**src/rtl/mem_port_arbiter.sv**
```systemverilog
// Two-requester arbiter for a single 32-bit memory port: grant, issue, wait for ack, respond.
// Define ARB_ROUND_ROBIN_EN to alternate grants under contention; the default is fixed priority to requester 0.
module mem_port_arbiter #(
    parameter int WIDTH    = 32,
    parameter int MAX_WAIT = 16
) (
    input  logic             clk,
    input  logic             rst_n,
    input  logic             req0,
    input  logic [WIDTH-1:0] addr0,
    input  logic [WIDTH-1:0] wdata0,
    input  logic             we0,
    input  logic             req1,
    input  logic [WIDTH-1:0] addr1,
    input  logic [WIDTH-1:0] wdata1,
    input  logic             we1,
    output logic             sel,
    output logic             mem_req,
    output logic [WIDTH-1:0] mem_addr,
    output logic [WIDTH-1:0] mem_wdata,
    output logic             mem_we,
    input  logic             mem_ack,
    input  logic [WIDTH-1:0] mem_rdata,
    output logic [WIDTH-1:0] rdata,
    output logic             ack0,
    output logic             ack1,
    output logic             err0,
    output logic             err1,
    output logic             busy
);

    // state | meaning
    // IDLE  | waiting for a request; winner chosen and captured on exit
    // ISSUE | transaction presented to memory; watchdog counting
    // RESP  | dead cycle carrying the ACK/ERR pulse
    typedef enum logic [1:0] {
        IDLE  = 2'd0,
        ISSUE = 2'd1,
        RESP  = 2'd2
    } state_t;

    localparam logic [7:0] WAIT_LAST = 8'(MAX_WAIT - 1);

    state_t     state, next_state;
    logic [7:0] wait_cnt;
    logic       last_served;
    logic       grant, done, timeout, pick;

    always_comb begin
        if (req0 && req1) begin
`ifdef ARB_ROUND_ROBIN_EN
            pick = ~last_served;
`else
            pick = 1'b0;
`endif
        end else if (req1) begin
            pick = 1'b1;
        end else if (req0) begin
            pick = 1'b0;
        end else begin
            pick = last_served;  // no grant happens, value is a don't-care
        end
    end

    always_ff @(posedge clk or negedge rst_n) begin
        if (!rst_n) state <= IDLE;
        else        state <= next_state;
    end

    always_comb begin
        next_state = state;
        grant      = 1'b0;
        done       = 1'b0;
        timeout    = 1'b0;
        case (state)
            IDLE: begin
                if (req0 || req1) begin
                    grant      = 1'b1;
                    next_state = ISSUE;
                end
            end
            ISSUE: begin
                // a late ack still wins over the watchdog in the same cycle
                if (mem_ack) begin
                    done       = 1'b1;
                    next_state = RESP;
                end else if (wait_cnt == WAIT_LAST) begin
                    timeout    = 1'b1;
                    next_state = RESP;
                end
            end
            RESP:    next_state = IDLE;
            default: next_state = IDLE;
        endcase
    end

    always_ff @(posedge clk or negedge rst_n) begin
        if (!rst_n) begin
            sel         <= 1'b0;
            mem_req     <= 1'b0;
            mem_addr    <= '0;
            mem_wdata   <= '0;
            mem_we      <= 1'b0;
            rdata       <= '0;
            ack0        <= 1'b0;
            ack1        <= 1'b0;
            err0        <= 1'b0;
            err1        <= 1'b0;
            wait_cnt    <= 8'd0;
            last_served <= 1'b1;
        end else begin
            ack0 <= 1'b0;
            ack1 <= 1'b0;
            err0 <= 1'b0;
            err1 <= 1'b0;
            if (grant) begin
                sel       <= pick;
                mem_req   <= 1'b1;
                mem_addr  <= pick ? addr1  : addr0;
                mem_wdata <= pick ? wdata1 : wdata0;
                mem_we    <= pick ? we1    : we0;
                wait_cnt  <= 8'd0;
            end
            if (state == ISSUE && !done && !timeout) begin
                wait_cnt <= wait_cnt + 8'd1;
            end
            if (done) begin
                rdata       <= mem_rdata;
                ack0        <= ~sel;
                ack1        <= sel;
                last_served <= sel;
                wait_cnt    <= 8'd0;
                mem_req     <= 1'b0;
            end
            if (timeout) begin
                err0        <= ~sel;
                err1        <= sel;
                last_served <= sel;
                wait_cnt    <= 8'd0;
                mem_req     <= 1'b0;
            end
        end
    end

    assign busy = (state != IDLE);

endmodule

```
**config.mk**
```make
export PLATFORM = sky130hd
export DESIGN_NAME = mem_port_arbiter
export DESIGN_NICKNAME = d
export VERILOG_FILES = /design/src/rtl/mem_port_arbiter.sv
export SDC_FILE = /design/constraint.sdc
export NUM_CORES = 1
export LEC_CHECK = 0
export BUFFER_PORTS_ARGS = -buffer_cell sky130_fd_sc_hd__buf_4
export CAP_MARGIN = 0
export CORE_AREA = 4 4 120 122
export CTS_CLUSTER_DIAMETER = 120
export DETAILED_ROUTE_END_ITERATION = 12
export DIE_AREA = 0 0 124 126
export GPL_ROUTABILITY_DRIVEN = 0
export GPL_TIMING_DRIVEN = 0
export PLACE_DENSITY = 0.77
export SYNTH_ARGS = -nofsm -noshare
export SYNTH_HDL_FRONTEND = slang
export SYNTH_SLANG_ARGS = --single-unit
```
**constraint.sdc**
```tcl
create_clock -name clk -period 4.8 [get_ports clk]
set_input_delay 0.96 -clock clk [delete_from_list [all_inputs] [get_ports clk]]
set_output_delay 0.96 -clock clk [all_outputs]
set_load 0.03 [all_outputs]
```
## Word-level counts from Yosys, hierarchy flattened

Cells that the tools add are included.

- Register bits: 114
- Latch bits: 0
- Bits in writable memories: 0
- Memory bits (read-only): 0
- Bits of input ports: 167
- Output and inout bits: 104
- Logic and storage cells: 61
- Memories kept: 0

- Add/sub/neg operators: 1
- Multiply operators: 0
- Divide/modulo/power cells: 0
- Order comparisons: 0
- Eq/ne operators: 4
- Shift-type cells: 0
- Multiplexer cells: 30
- Bitwise gates (word level): 1
- Reduce and logical (&&, ||, !) cells: 12

Operator list:

| cell | number |
|---|---|
| two-way mux 32 bit | 2 |
| two-way mux 8 bit | 4 |
| two-way mux 1 bit | 20 |
| adder 8 x 1 -> 8 bit (second input constant) | 1 |
| == test 8 x 4 -> 1 bit (second input constant) | 1 |
| two-way mux 2 bit | 3 |
| one-hot mux 2 bit (2 select lines) | 1 |
| nonzero test 2 bit | 2 |
| nonzero test 4 bit | 1 |
| logical AND 1 bit | 3 |
| != test 3 bit (second input constant) | 1 |
| nonzero test 3 bit | 1 |
| == test 2 x 1 -> 1 bit (second input constant) | 1 |
| logical NOT 1 bit | 2 |
| logical NOT 2 bit | 1 |
| != test 2 bit (second input constant) | 1 |
| AND reduction 2 bit | 1 |
| logical OR 1 bit | 1 |
| inverter 1 bit | 1 |

## Logic depth before layout (Yosys ltp)

Gate-level depths: netlist of the first run.

- Depth after elaboration: 9
- Mapped depth: 7

## Worst setup path before layout of the first run

No wires, ideal clock.

- Kind: input port to flip-flop
- Start point: input mem_ack
- End point: register wait_cnt[7]
- Arrival time: 1917 ps
- Data required time: 4731 ps
- Slack: 2814 ps
- Stages on the path: 5
- Buffers on the path: 1
- Cells stage by stage: nor3b_4 > o41ai_2 > buf_6 > or3_1 > nand3_1

- Cells in the longest elaborated chain, start to end: 8
- Elaborated cells between the ends (all ways): 12
- Those cells by class: mux: 7; reduce/logical: 5

RTL lines:

| item | RTL line | source |
|---|---|---|
| from (decl) | 22 | `input logic mem_ack,` |
| two-way mux 1 bit | 84 | `if (mem_ack) begin` |
| two-way mux 1 bit | 75 | `case (state)` |
| logical NOT 1 bit | 124 | `if (state == ISSUE && !done && !timeout) begin` |
| logical AND 1 bit (2 in series) | 124 |  |
| two-way mux 8 bit | 124 |  |
| two-way mux 8 bit | 127 | `if (done) begin` |
| two-way mux 8 bit | 135 | `if (timeout) begin` |
| to (signal assigned) | 125 | `wait_cnt <= wait_cnt + 8'd1;` |
| to (decl) | 45 | `logic [7:0] wait_cnt;` |

Parallel ways exist; a longest one is shown, timed or not.
A chain may end at the register's enable or synchronous reset.

## Worst setup path in the final report of the first run

- Start point: register state[1]
- End point: output busy

- Cells in the longest elaborated chain, start to end: 1

RTL lines:

| item | RTL line | source |
|---|---|---|
| from (decl) | 44 | `state_t state, next_state;` |
| from (signal assigned) | 67 | `else state <= next_state;` |
| nonzero test 2 bit | 145 | `assign busy = (state != IDLE);` |
| to (decl) | 29 | `output logic busy` |

No other way between the ends.

==> impl_metrics.tcl, run 1 <==
set metrics [dict create \
    fmax_mhz 446 \
    startpoint "state[1]" \
    multi_input_area_um2 1910 \
    ys_types 33 \
    dp_cells 871 \
    grt.total_usage 0.192 \
    fin_crit_sh 0.468 \
    worstPathCellList "nor2_1 -> inv_1 -> buf_4" \
    yosys.area_share.xor_xnor 0 \
    cts_made_buffers 17 \
    path_class "reg -> out" \
    muxShareOfSynthArea 0.209 \
    dp_hpwl_um 11900 \
    ys_seq_area_frac 0.578 \
    p_sw_frac 0.413 \
    finalMaxSlewViolations 0 \
    slew_headroom 0.369 \
    postSynthCellCount 425 \
    syn_to_final_growth_pct 58.3 \
    drt-initial-drc-count 271 \
    ctsRootBufferMaster "clkbuf_16" \
    crit_slowest_cell "dfrtp_1" \
    cp_data_required_time_ns 3.84 \
    ant_nets 0 \
    seq_area_um2 2850 \
    min_period_ns 2.24 \
    internal_power_uw 3300 \
    synth_top_family_by_area "multiplexers" \
    tightest_slew_ns 0.939 \
    r2r_cells 5 \
    rows 42 \
    switching_power_uw 2320 \
    layout_common_cells "buf_4, dfrtp_1, nor2_1, a21oi_1, mux2i_1" \
    final_area_um2 7820 \
    reg2reg_from "wait_cnt[0]" \
    start_util 0.375 \
    vias_per_cell 4.84 \
    p_per_area_nw_per_um2 718 \
    synth_compound_area_frac 0.0894 \
    wl_per_cell_um 16.8 \
    dieArea_um2 15600 \
    setup.worst_path.end "busy" \
    antenna_found_initial 0 \
    synth_seq_cells 114 \
    status "complete, no violations" \
    min_path_type "in -> async" \
    drc 0 \
    critical_path.max_stage_delay_ns 0.42 \
    pwr-share-clk 0.222 \
    skew_ns 0.00549 \
    synth_adder_area_share 0.00253 \
    fin_nets 883 \
    setup_viol 0 \
    cp.arrival_ns 1.28 \
    r2r_slack_ns 3.00 \
    fin_tns_setup_ns 0 \
    core_um2 13200 \
    dpl_cell_area_um2 7190 \
    via_count 4376 \
    cts-htree-levels 4 \
    start_kind "flop" \
    diodes 0 \
    cellLeakagePower_uw 0.00397 \
    grt_max_degree 115 \
    drv_cap 0 \
    dr.pass1.iters 4 \
    fin_cells 904 \
    die_y_um 126 \
    ioPinCount 271 \
    cts_setup_buffers 0 \
    critPathMaxFanout 4 \
    cts_buffer_depth 2 \
    numPortBuffers 270 \
    syn_nets 593 \
    drive_gt1_frac 0.500 \
    grt_pass1_vias 4637 \
    overflow 0 \
    rsz0062_at_grt "no" \
    clock-sinks 114 \
    cts_resized 0 \
    hold_viol_final 0 \
    grt_pass1_wl_um 23100 \
    synth-edff-count 0 \
    pwr-share-comb 0.482 \
    synth_area_um2 4940 \
    ys.flop_type "dfrtp_1" \
    setup.worst_path.end_class "output pin" \
    vdd_drop_max_uv 543 \
    synthSimpleGateAreaFrac 0.0864 \
    die_w_um 124 \
    clk_latency_ns 0.40 \
    yosys_warnings 0 \
    synth_area_per_cell_um2 11.6 \
    fill_cells 1089 \
    layout_commonest_cell "buf_4" \
    wl_um 15200 \
    cts.clk_slew.worst_paths_ns 0.05 \
    seqPwrFrac 0.296 \
    cts_hold_buf 0 \
    cts_tree "yes" \
    reg2reg_to "last_served" \
    async_flop_share 1.00 \
]
## cell usage after synthesis, types with 2 or more instances
library cell  number  area [um^2]
a21oi_1           70          350
and2_1             2         12.5
and3_1             2         12.5
buf_2             18         90.1
buf_4              7         52.6
dfrtp_1          113         2830
inv_1              5         18.8
mux2_2            33          372
mux2i_1           66          661
nand2_1            8         30.0
nand2b_1           2         12.5
nand3_1            4         20.0
nor2_1            71          267
o21ai_0            3         15.0
o22ai_1            2         12.5
or3_1              2         12.5
## stage by stage
step                      utilization  hold WS [ns]  power (uW)  setup WS, ns
final                           0.593         0.377        5620          2.56
after floorplan                     -         0.490        3290          2.81
after CTS                       0.590         0.507        5680          2.52
after global routing            0.593         0.361        5950          2.45
after detailed placement        0.545         0.495        4410          2.31
after global placement          0.545         0.486        4330          2.32
## power by group through the flow
stage | Combinational [uW] | Clock (uW) | Sequential [uW]
floorplan | 816 | 0 | 2480
global placement | 2690 | 0 | 1650
detailed placement | 2740 | 0 | 1670
CTS | 2740 | 1280 | 1660
global route | 2890 | 1330 | 1720
finish | 2710 | 1250 | 1660
## worst max-delay path, delay by kind of cell, from the launching register on
kind | cells | cell delay [ns]
and+or+nand+nor | 1 | 0.23
buffers and inverters | 2 | 0.24
DFF | 1 | 0.42
## layout make-up
type                    instances  share of cell area
plain buffers                  26              0.0197
inverters                       5             0.00240
clock buffers                  23              0.0637
well taps                     176              0.0282
clock inverters                 9              0.0131
multi-input cells             280               0.245
repair buffers                271               0.263
flip-flops and latches        114               0.365
## worst min path at each step
stage,cells past startpoint,from,end
6_report,1,rst_n,rdata[23]
5_1_grt,1,rst_n,ack0
4_1_cts,1,rdata[29],rdata[29]
3_5_place_dp,1,rdata[29],rdata[29]
3_3_place_gp,2,mem_req,mem_req
2_1_floorplan,2,wait_cnt[1],wait_cnt[1]
## metal layers
layer | wire length (um) | track usage | share of wire
met1 | 5420 | 0.205 | 0.36
met2 | 7790 | 0.338 | 0.51
met3 | 1660 | 0.0722 | 0.11
met4 | 358 | 0.0786 | 0.024
met5 | 0 | 0 | 0
## cell families after synthesis
kind of cell               Yosys count
DFF                                114
muxes                               99
and+or+nand+nor                     98
AOI/OAI and AO/OA                   82
buffers and inverters               31
adders and majority gates            1
## sequential cells by signal, summed over array words and instances, names as in the netlist
signal / flops
mem_addr: 32
err1: 1
state: 2
sel: 1
rdata: 32
ack1: 1
last_served: 1
mem_req: 1
mem_we: 1
err0: 1
ack0: 1
wait_cnt: 8
mem_wdata: 32
No activity file was read; power rests on OpenSTA's default activity.
==> run 2, diff against run 1 <==
--- a/config.mk
+++ b/config.mk
@@ -13,7 +13,7 @@
 export DIE_AREA = 0 0 124 126
 export GPL_ROUTABILITY_DRIVEN = 0
 export GPL_TIMING_DRIVEN = 0
-export PLACE_DENSITY = 0.77
+export PLACE_DENSITY = 0.79
 export SYNTH_ARGS = -nofsm -noshare
 export SYNTH_HDL_FRONTEND = slang
 export SYNTH_SLANG_ARGS = --single-unit
==> constraint.sdc (replaced) <==
create_clock -name clk -period 1.9 [get_ports clk]
set_input_delay 0.38 -clock clk [delete_from_list [all_inputs] [get_ports clk]]
set_output_delay 0.38 -clock clk [all_outputs]
set_load 0.03 [all_outputs]
==> run 2 against run 1 <==
Effect of this change:
- combinational power increased to 2.6 times the previous value
- critical path depth is 2 higher
- count of clock-buffer cells in the layout is 2 higher
- core utilization fell by 0.11 points
- sequential share of layout area rose by 0.070 points
- register-to-register slack lost 2.9 ns
- worst hold slack lost 0.20 ns
- setup slack got worse by 2.5 ns
- largest power group unchanged
==> impl_metrics.tcl, run 2 (synthesized netlist as in run 1, its figures left out) <==
set metrics [dict create \
    status "complete, no violations" \
    critPathMaxFanout 5 \
    ioPinCount 271 \
    drc 0 \
    cts_buffer_depth 2 \
    rows 42 \
    cp.arrival_ns 2.16 \
    diodes 0 \
    start_util 0.375 \
    path_class "reg -> reg" \
    slew_headroom 0.418 \
    reg_top3 "mem_addr: 32 flops, mem_wdata: 32 flops, rdata: 32 flops" \
    overflow 0 \
    numPortBuffers 270 \
    antenna_found_initial 0 \
    cts-htree-levels 4 \
    grt_pass1_vias 4750 \
    start_kind "flop" \
    fin_crit_sh 0.965 \
    drive_gt1_frac 0.496 \
    clock-sinks 114 \
    drv_cap 0 \
    ctsRootBufferMaster "clkbuf_16" \
    layout_commonest_cell "buf_4" \
    clk_latency_ns 0.40 \
    fmax_mhz 545 \
    vdd_drop_max_uv 957 \
    setup_viol 0 \
    dr.pass1.iters 6 \
    setup.worst_path.end_class "flop" \
    cp_data_required_time_ns 2.23 \
    die_y_um 126 \
    fill_cells 1105 \
    core_um2 13200 \
    multi_input_area_um2 1930 \
    min_period_ns 1.83 \
    tightest_slew_ns 0.866 \
    min_path_type "in -> reg" \
    fin_cells 906 \
    ant_nets 0 \
    p_per_area_nw_per_um2 1800 \
    place_ws_ns -0.0867 \
    drt-initial-drc-count 185 \
    dieArea_um2 15600 \
    wl_um 15300 \
    seq_area_um2 2850 \
    skew_ns 0.00335 \
    syn_to_final_growth_pct 58.0 \
    grt_max_degree 115 \
    layout_common_cells "buf_4, dfrtp_1, nor2_1, a21oi_1, mux2i_1" \
    hold_viol_final 0 \
    die_w_um 124 \
    dp_hpwl_um 11700 \
    cts_made_buffers 17 \
    timing.final.ws_setup_ns 0.0661 \
    dp_cells 871 \
    finalMaxSlewViolations 0 \
    grt.total_usage 0.194 \
    cts_tree "yes" \
    cts.clk_slew.worst_paths_ns 0.05 \
    vias_per_cell 4.83 \
    cellLeakagePower_uw 0.00396 \
    via_count 4373 \
    fin_nets 886 \
    wl_per_cell_um 16.9 \
    grt_pass1_wl_um 23500 \
]
==> run 2: worst paths after layout <==
| kind | end | slack (ns) | cells past startpoint | startpoint |
|---|---|---|---|---|
| max | last_served | 0.07 | 5 | wait_cnt[0] |
| min | sel | 0.18 | 2 | req0 |
| max reg2reg | last_served | 0.07 | 5 | wait_cnt[0] |
| min reg2reg | rdata[15] | 0.50 | 1 | rdata[15] |
| max in group asynchronous | mem_addr[20] | 0.73 | 3 | rst_n |
| min in group asynchronous | rdata[24] | 0.51 | 2 | rst_n |
==> run 2: through the flow <==
| step | instance area [um^2] | TNS (ns) | hold slack (ns) | power, uW | utilization |
|---|---|---|---|---|---|
| 2_1_floorplan | 4940 | 0 | 0.0844 | 8320 | - |
| 3_3_place_gp | 7190 | -0.159 | 0.483 | 11000 | 0.545 |
| 3_5_place_dp | 7190 | -0.251 | 0.496 | 11200 | 0.545 |
| 4_1_cts | 7730 | 0 | 0.159 | 14100 | 0.586 |
| 5_1_grt | 7800 | -0.00503 | 0.160 | 14900 | 0.592 |
| 6_report | 7800 | 0 | 0.181 | 14000 | 0.592 |
==> run 2: final cells by class <==
type                       count  area share
clock inverter                 6     0.00705
tap                          176      0.0282
buffer                        26      0.0205
sequential                   114       0.366
clock buffer                  25      0.0622
inverter                       5     0.00241
multi-input combinational    280       0.247
timing repair buffer         274       0.267
==> run 2: power by group <==
| group | switching [uW] | internal [uW] |
|---|---|---|
| clock network | 1010 | 1880 |
| registers | 650 | 3560 |
| logic | 4220 | 2700 |
==> run 2: timing repair <==
item                                    4_1_cts  5_1_grt
endpoints found under the hold margin         0       53
resized for setup                             0        4
setup buffers                                 0        2
endpoints found under the setup margin        0       59
hold buffers                                  0        1
==> run 2: metal layers <==
layer,vias to the layer above,GRT usage,share of wire
met3,29,0.0753,0.11
met1,2064,0.207,0.35
met4,0,0.0760,0.021
met2,210,0.342,0.52
met5,-,0,0
li1,2070,-,-
==> run 2: critical path, stage by stage, from the launching register on <==
cell,delay [ns]
dfrtp_1,0.40
ha_1,0.24
nand4b_1,0.22
o41ai_4,0.31
and2_1,0.25
mux2_2,0.35
==> run 3, diff against run 2 <==
--- a/config.mk
+++ b/config.mk
@@ -13,7 +13,7 @@
 export DIE_AREA = 0 0 124 126
 export GPL_ROUTABILITY_DRIVEN = 0
 export GPL_TIMING_DRIVEN = 0
-export PLACE_DENSITY = 0.79
+export PLACE_DENSITY = 0.77
 export SYNTH_ARGS = -nofsm -noshare
 export SYNTH_HDL_FRONTEND = slang
 export SYNTH_SLANG_ARGS = --single-unit
==> constraint.sdc (replaced) <==
create_clock -name clk -period 1.8 [get_ports clk]
set_input_delay 0.36 -clock clk [delete_from_list [all_inputs] [get_ports clk]]
set_output_delay 0.36 -clock clk [all_outputs]
set_load 0.03 [all_outputs]
==> run 3 against run 2 <==
Effect of this change:
- the flow now finishes with violations (negative setup slack)
- cell area is 1.7% higher
- clock skew grew 0.0022 ns
- core utilization up 0.98 points
- worst hold slack got worse by 0.022 ns
- combinational power rose by 6.6%
- sequential cell count unchanged
- register-to-register slack got worse by 0.10 ns
- final cell count is 0.88% higher
- via count increased by 1.6%
- setup slack lost 0.10 ns
- count of clock-buffer cells in the layout is 2 lower
- clock power is 15% higher
==> impl_metrics.tcl, run 3 (synthesized netlist as in run 1, its figures left out) <==
set metrics [dict create \
    crit_slowest_cell "o41ai_4" \
    cp.arrival_ns 2.16 \
    tightest_slew_ns 0.933 \
    reg2reg_to "last_served" \
    path_buf_inv 0 \
    setup.worst_path.end_class "flop" \
    vias_per_cell 4.86 \
    clock-sinks 114 \
    slew_headroom 0.373 \
    cellLeakagePower_uw 0.00402 \
    grt_max_degree 115 \
    numPortBuffers 270 \
    reg_top3 "mem_addr: 32 flops, mem_wdata: 32 flops, rdata: 32 flops" \
    drc 0 \
    cp_data_required_time_ns 2.13 \
    cts.clk_slew.worst_paths_ns 0.05 \
    grt_pass1_wl_um 23100 \
    fin_tns_setup_ns -0.0520 \
    drive_gt1_frac 0.511 \
    start_kind "flop" \
    drt-initial-drc-count 286 \
    setup.worst_path.end "last_served" \
    via_count 4441 \
    overflow 0 \
    die_w_um 124 \
    vdd_drop_max_uv 1450 \
    power_uw 15100 \
    die_y_um 126 \
    place_ws_ns -0.0913 \
    ctsRootBufferMaster "clkbuf_16" \
    layout_commonest_cell "buf_4" \
    dpl_cell_area_um2 7190 \
    ioPinCount 271 \
    min_period_ns 1.84 \
    timing.final.ws_setup_ns -0.0368 \
    r2r_cells 5 \
    skew_ns 0.00551 \
    wl_um 15500 \
    status "finished, violations left" \
    r2r_slack_ns -0.04 \
    fin_crit_sh 1.02 \
    dp_hpwl_um 11900 \
    critical_path.max_stage_delay_ns 0.44 \
    layout_common_cells "buf_4, dfrtp_1, a21oi_1, nor2_1, mux2i_1" \
    crit_family "simple AND/OR/NAND/NOR gates" \
    hold_viol_final 0 \
    cts_tree "yes" \
    setup_viol 2 \
    startpoint "wait_cnt[1]" \
    cts-htree-levels 4 \
    worstPathCellList "ha_2 -> nand4b_1 -> o41ai_4 -> and2_4 -> mux2_4" \
    cts_buffer_depth 2 \
    dr.pass1.iters 4 \
    min_path_cells 2 \
    finalMaxSlewViolations 0 \
    grt_pass1_vias 4637 \
    dieArea_um2 15600 \
    rsz0062_at_grt "yes" \
    path_depth 5 \
    final_area_um2 7930 \
    syn_to_final_growth_pct 60.6 \
    antenna_found_initial 0 \
    grt.total_usage 0.192 \
    violations "negative setup slack" \
    clk_latency_ns 0.40 \
    fin_nets 893 \
    cts_made_buffers 17 \
    rows 42 \
    fmax_mhz 544 \
    ant_nets 0 \
    critPathMaxFanout 3 \
    wl_per_cell_um 16.9 \
    drv_cap 0 \
    p_per_area_nw_per_um2 1910 \
    core_um2 13200 \
    reg2reg_from "wait_cnt[1]" \
    start_util 0.375 \
    path_class "reg -> reg" \
    min_path_type "in -> reg" \
    hold_slack_ns 0.159 \
    diodes 0 \
]
-- run 3: cell count changes in the layout (fill, tap and decap cells not counted), moves of 2 or more --
cell        delta
buf_4          +6
clkbuf_1       -4
clkbuf_8       +2
clkinvlp_4     +3
-- run 3: repair_timing --
item | 4_1_cts | 5_1_grt
resized for setup | 0 | 10
hold buffers | 0 | 1
endpoints found under the hold margin | 0 | 14
buffers inserted | 0 | 8
setup endpoints to repair | 0 | 66
-- run 3: cell type report --
class,count,area [um^2]
Buffer,26,163
Clock buffer,23,498
Clock inverter,9,103
Fill cell,1083,5260
Inverter,5,18.8
Multi-Input combinational cell,280,1940
Sequential cell,114,2850
Tap cell,176,220
Timing Repair Buffer,281,2130
-- run 3: how the worst min path moves through the flow --
stage	end	startpoint	slack, ns
2_1_floorplan	ack0	rst_n	0.06
3_3_place_gp	mem_req	mem_req	0.49
3_5_place_dp	rdata[29]	rdata[29]	0.49
4_1_cts	sel	req0	0.13
5_1_grt	sel	req0	0.14
6_report	sel	req0	0.16
-- run 3: worst reg2reg max path, delay by kind of cell (launching register included) --
family	cells	cell delay (ns)
AOI/OAI and AO/OA	1	0.44
adders and majority gates	1	0.21
DFF	1	0.38
muxes	1	0.30
and+or+nand+nor	2	0.45
-- run 3: through the flow --
stage	cells	utilization
2_1_floorplan	425	-
3_3_place_gp	871	0.545
3_5_place_dp	871	0.545
4_1_cts	903	0.590
5_1_grt	914	0.601
6_report	914	0.601
-- run 3: routing by layer --
metal	GRT usage	wire, um
met1	0.205	5450
met2	0.338	7980
met3	0.0722	1690
met4	0.0786	358
met5	0	0
-- run 3: power by group --
group	leakage [uW]	internal (uW)	switching [uW]
Clock	0.000291	2210	1110
Sequential	0.00132	3760	677
Combinational	0.00241	2940	4440
